## src/rtl/tour_cmd_seq.sv

```systemverilog
`default_nettype none
// ============================================================================
//  Module      : tour_cmd_seq
//  Description : Reads solved knight's-tour moves one at a time and turns
//                each into two motion commands (vertical leg, then
//                horizontal leg), handshaking with a command consumer.
//  Revision    : 1.0 - initial release
// ============================================================================
module tour_cmd_seq #(
  parameter int         NUM_MOVES = 24,
  parameter logic [3:0] OP_MOVE   = 4'h2,
  parameter logic [3:0] OP_FANF   = 4'h3
) (
  input  logic        clk,
  input  logic        rst,
  input  logic        start_tour,
  input  logic [7:0]  move,
  output logic [4:0]  mv_indx,
  output logic [15:0] cmd,
  output logic        cmd_rdy,
  input  logic        clr_cmd_rdy,
  input  logic        send_resp,
  output logic        busy,
  output logic        tour_done,
  output logic        err
);

  localparam logic [2:0] S_IDLE  = 3'd0;
  localparam logic [2:0] S_LOAD  = 3'd1;
  localparam logic [2:0] S_VERT  = 3'd2;
  localparam logic [2:0] S_WAITV = 3'd3;
  localparam logic [2:0] S_HORZ  = 3'd4;
  localparam logic [2:0] S_WAITH = 3'd5;

  localparam logic [4:0] C_LAST_IDX = 5'(NUM_MOVES - 1);
  localparam logic [7:0] C_HD_N     = 8'h00;
  localparam logic [7:0] C_HD_S     = 8'h7F;
  localparam logic [7:0] C_HD_E     = 8'hBF;
  localparam logic [7:0] C_HD_W     = 8'h3F;

  logic [2:0]  state_q, state_d;
  logic [4:0]  mv_indx_q, mv_indx_d;
  logic [15:0] cmd_q, cmd_d;
  logic        cmd_rdy_q, cmd_rdy_d;
  logic [11:0] horz_q, horz_d;
  logic        tour_done_q, tour_done_d;
  logic        err_q, err_d;

  logic        w_onehot;
  logic [11:0] w_vert_leg;
  logic [11:0] w_horz_leg;

  // Decode the one-hot move into {heading, squares} for each leg; any other
  // pattern (zero or multiple bits) is flagged as not one-hot.
  always_comb begin
    w_onehot   = 1'b1;
    w_vert_leg = 12'h000;
    w_horz_leg = 12'h000;
    case (move)
      8'h01: begin w_vert_leg = {C_HD_N, 4'd2}; w_horz_leg = {C_HD_E, 4'd1}; end
      8'h02: begin w_vert_leg = {C_HD_N, 4'd2}; w_horz_leg = {C_HD_W, 4'd1}; end
      8'h04: begin w_vert_leg = {C_HD_N, 4'd1}; w_horz_leg = {C_HD_W, 4'd2}; end
      8'h08: begin w_vert_leg = {C_HD_S, 4'd1}; w_horz_leg = {C_HD_W, 4'd2}; end
      8'h10: begin w_vert_leg = {C_HD_S, 4'd2}; w_horz_leg = {C_HD_W, 4'd1}; end
      8'h20: begin w_vert_leg = {C_HD_S, 4'd2}; w_horz_leg = {C_HD_E, 4'd1}; end
      8'h40: begin w_vert_leg = {C_HD_S, 4'd1}; w_horz_leg = {C_HD_E, 4'd2}; end
      8'h80: begin w_vert_leg = {C_HD_N, 4'd1}; w_horz_leg = {C_HD_E, 4'd2}; end
      default: w_onehot = 1'b0;
    endcase
  end

  // State register.
  always_ff @(posedge clk or posedge rst) begin
    if (rst) state_q <= S_IDLE;
    else     state_q <= state_d;
  end

  // Next-state logic: each leg waits for accept, then for completion.
  always_comb begin
    state_d = state_q;
    case (state_q)
      S_IDLE:  if (start_tour)  state_d = S_LOAD;
      S_LOAD:  state_d = w_onehot ? S_VERT : S_IDLE;
      S_VERT:  if (clr_cmd_rdy) state_d = S_WAITV;
      S_WAITV: if (send_resp)   state_d = S_HORZ;
      S_HORZ:  if (clr_cmd_rdy) state_d = S_WAITH;
      S_WAITH: if (send_resp)   state_d = (mv_indx_q == C_LAST_IDX) ? S_IDLE : S_LOAD;
      default: state_d = S_IDLE;
    endcase
  end

  // Output/datapath next values; the horizontal leg is captured at LOAD so
  // the move input only needs to be valid while its index is being loaded.
  always_comb begin
    mv_indx_d   = mv_indx_q;
    cmd_d       = cmd_q;
    cmd_rdy_d   = cmd_rdy_q;
    horz_d      = horz_q;
    tour_done_d = 1'b0;
    err_d       = 1'b0;
    case (state_q)
      S_IDLE: begin
        mv_indx_d = 5'd0;
      end
      S_LOAD: begin
        if (w_onehot) begin
          cmd_d     = {OP_MOVE, w_vert_leg};
          horz_d    = w_horz_leg;
          cmd_rdy_d = 1'b1;
        end else begin
          err_d     = 1'b1;
          mv_indx_d = 5'd0;
        end
      end
      S_VERT, S_HORZ: begin
        if (clr_cmd_rdy) cmd_rdy_d = 1'b0;
      end
      S_WAITV: begin
        if (send_resp) begin
          cmd_d     = {OP_FANF, horz_q};
          cmd_rdy_d = 1'b1;
        end
      end
      S_WAITH: begin
        if (send_resp) begin
          if (mv_indx_q == C_LAST_IDX) begin
            tour_done_d = 1'b1;
            mv_indx_d   = 5'd0;
          end else begin
            mv_indx_d   = mv_indx_q + 5'd1;
          end
        end
      end
      default: begin
        cmd_rdy_d = 1'b0;
        mv_indx_d = 5'd0;
      end
    endcase
  end

  // Datapath registers; reset aborts any tour without raising a pulse.
  always_ff @(posedge clk or posedge rst) begin
    if (rst) begin
      mv_indx_q   <= 5'd0;
      cmd_q       <= 16'h0000;
      cmd_rdy_q   <= 1'b0;
      horz_q      <= 12'h000;
      tour_done_q <= 1'b0;
      err_q       <= 1'b0;
    end else begin
      mv_indx_q   <= mv_indx_d;
      cmd_q       <= cmd_d;
      cmd_rdy_q   <= cmd_rdy_d;
      horz_q      <= horz_d;
      tour_done_q <= tour_done_d;
      err_q       <= err_d;
    end
  end

  assign mv_indx   = mv_indx_q;
  assign cmd       = cmd_q;
  assign cmd_rdy   = cmd_rdy_q;
  assign busy      = (state_q != S_IDLE);
  assign tour_done = tour_done_q;
  assign err       = err_q;

endmodule
`default_nettype wire

```

## config.mk

```make
export PLATFORM = sky130hd
export DESIGN_NAME = tour_cmd_seq
export DESIGN_NICKNAME = d
export VERILOG_FILES = /design/src/rtl/tour_cmd_seq.sv
export SDC_FILE = /design/constraint.sdc
export NUM_CORES = 1
export LEC_CHECK = 0
export CORE_ASPECT_RATIO = 1.25
export CORE_MARGIN = 10
export CORE_UTILIZATION = 43
export DETAILED_ROUTE_END_ITERATION = 8
export PLACE_DENSITY = 0.71
export SLEW_MARGIN = 20
export SYNTH_ARGS = -nofsm -noshare
export SYNTH_HDL_FRONTEND = slang
export SYNTH_SLANG_ARGS = --single-unit
```

## constraint.sdc

```tcl
create_clock -name clk -period 1.7 [get_ports clk]
set_input_delay 0.255 -clock clk [delete_from_list [all_inputs] [get_ports clk]]
set_output_delay 0.255 -clock clk [all_outputs]
set_load 0.01 [all_outputs]
```

==> impl_metrics.tcl <==
set metrics [dict create \
    nets 224 \
    io-pin-count 38 \
    post-synth-top-count-cell "dfrtp_1" \
    p_leak_nw 0.885 \
    synthTopCellsByArea "dfrtp_1 39%, buf_4 4.8%, o21ai_0 4.6%, nand2_1 4.0%, a21oi_1 3.2%" \
    cp.required_ns 1.85 \
    synth.avg_cell_area_um2 9.05 \
    pwr-share-comb 0.486 \
    rsz0062_at_grt "no" \
    max_freq_mhz 615 \
    maxCapViolCount 0 \
    core_um2 3190 \
    die_x_um 71.4 \
    placed_area_um2 1920 \
    initial_core_util 0.445 \
    cp.arrival_ns 1.78 \
    power.internal_mw 1.35 \
    num_rows 23 \
    switching_share 0.341 \
    layout_setup_ws_ns 0.0731 \
    skew_ns 0.00526 \
    ys_warn_count 0 \
    synth_edf_count 0 \
    crit_type "in -> reg" \
    antenna_found_initial 0 \
    startpoint_type "input port" \
    h-tree-depth 1 \
    cts_buffer_depth 2 \
    status "completed" \
    post-route-util 0.620 \
    die_y_um 84.3 \
    pre_cts_ws_ns -0.445 \
    power.total_mw 2.05 \
    synth_seq_cells 22 \
    maxSlewViolCount 0 \
    cts_tree "done" \
    vias 1276 \
    synthTopCellsByCount "22 x dfrtp_1, 15 x nand2_1, 13 x o21ai_0, 9 x a21oi_1, 9 x buf_4" \
    period_minus_slack_ns 1.63 \
    netlist_area_um2 1420 \
    ys_seq_area_frac 0.387 \
    powerDensity_nw_per_um2 1040 \
    clk_pin_slew_ns 0.07 \
    syn2layout_area_growth_pct 39.3 \
    clock_power_share 0.151 \
    drt-pass1-iter-count 4 \
    post-synth-top-area-cell "dfrtp_1" \
    netlist.area_leader.share 0.387 \
    postSynthCellCount 157 \
    drtAntennaViolNets 0 \
    clkLatencyLatePin_ns 0.26 \
    vias_per_cell 5.21 \
    cp-end-kind "flop" \
    synthArstFlopShare 1.00 \
    grt_max_degree 23 \
    crit_fanout 4 \
    layout-drive-gt1-share 0.245 \
    dp_hpwl_mm 2.81 \
    post-route-drc-count 0 \
    die-area_um2 6020 \
    root_buffer "clkbuf_8" \
    clock-sinks 22 \
    cts_buffers 3 \
    wirelength_mm 3.44 \
    gp_congestion 0.793 \
    portBuffers 33 \
    grt_remaining_overflow 0 \
    synth_ff_type "dfrtp_1" \
    insertedDiodeCount 0 \
    fin_crit_sh 0.957 \
    grtUsageTotal 0.119 \
    seq_power_share 0.363 \
    grt_pass1_wl_mm 6.07 \
    first_global_vias 1356 \
    peakVddDrop_mv 0.715 \
    cts.hold.buffers_added 0 \
    hold_class "in -> async" \
    hold_viol 0 \
    synth_cell_types 44 \
    drt_iter0_markers 42 \
    p_sw_uw 701 \
    final_area_um2 1980 \
    wl_per_cell_um 14.0 \
    setup_viol 0 \
]
==> cells in the final DEF, fill, tap and decap left out, types with 2 or more instances in the layout <==
cell / instances
buf_4: 30
mux2_4: 3
nor4_1: 2
o21ai_0: 13
dlygate4sd2_1: 7
o22ai_1: 2
mux2_2: 3
nand3_1: 6
dfrtp_1: 21
clkdlybuf4s50_1: 24
nor2_1: 8
conb_1: 4
nand2b_1: 3
mux2i_1: 2
or3_1: 3
nor4b_2: 2
nor2b_1: 5
a22o_1: 2
inv_1: 7
xor2_1: 3
nand2_1: 15
and2_1: 2
a21o_1: 3
a21oi_1: 9
clkbuf_8: 3
nand4_1: 2
==> sequential cells by signal (all words and copies together), names as in the netlist <==
signal	cells
horz_q	4
tour_done	1
state_q	3
cmd	7
err	1
cmd_rdy	1
mv_indx	5
==> layout make-up <==
type                    instances  area (um^2)
well taps                      37         46.3
flip-flops and latches         22          552
clock buffers                   3         41.3
fillers                       290         1210
inverters                       7         26.3
repair buffers                 64          562
multi-input cells             112          753
==> worst paths after layout <==
kind	cells past startpoint	slack [ns]	end	start
hold / removal	3	0.33	horz_q[11]	rst
setup reg to reg	4	0.12	cmd[0]	state_q[2]
hold reg to reg	1	0.47	cmd[13]	cmd[13]
min in group clk	1	0.47	cmd[13]	cmd[13]
max in group asynchronous	3	1.13	state_q[2]	rst
setup / recovery	6	0.07	cmd[11]	move[1]
==> critical path: stages <==
cell and delay [ns]:
dlygate4sd2_1 0.27, or4_4 0.57, o21ai_4 0.22, buf_4 0.16, o21ai_0 0.07, a22o_1 0.23
==> what timing repair did <==
action,4_1_cts,5_1_grt
pin swaps,5,2
resized for setup,12,5
setup buffers,1,1
setup endpoints to repair,16,10
==> power by group through the flow <==
stage               Combinational (mW)  Clock, mW  Sequential, mW
floorplan                        0.531          0           0.765
global placement                 0.972          0           0.749
detailed placement                1.00          0           0.754
CTS                              0.993      0.321           0.745
global route                      1.11      0.342           0.762
finish                            1.00      0.310           0.745
==> metrics by stage <==
stage | std cells | hold slack, ns | TNS (ns)
floorplan | 160 | 0.244 | -0.0342
global placement | 240 | 0.449 | -5.32
detailed placement | 240 | 0.456 | -6.49
CTS | 244 | 0.331 | 0
global route | 245 | 0.360 | 0
finish | 245 | 0.329 | 0
==> cells by family (layout without fill, tap and decap cells) <==
group                    after synthesis  after routing  share of synthesized area
AO/OA/AOI/OAI                         39             39                      0.189
adder cells (fa/ha/maj)                2              2                     0.0158
other                                  1              4                    0.00264
XOR/XNOR                               4              4                     0.0247
AND/OR/NAND/NOR                       55             55                      0.205
multiplexers                           8              8                     0.0695
flip-flops                            22             22                      0.387
buffers and inverters                 26             74                      0.106
==> layer usage <==
layer  up-vias  track usage  part of all wire
li1        638            -                 -
met1       606        0.126              0.43
met2        27        0.211              0.50
met3         5       0.0259             0.040
met4         0       0.0635             0.021
met5         -            0                 0
(Power assumes the default switching activity.)
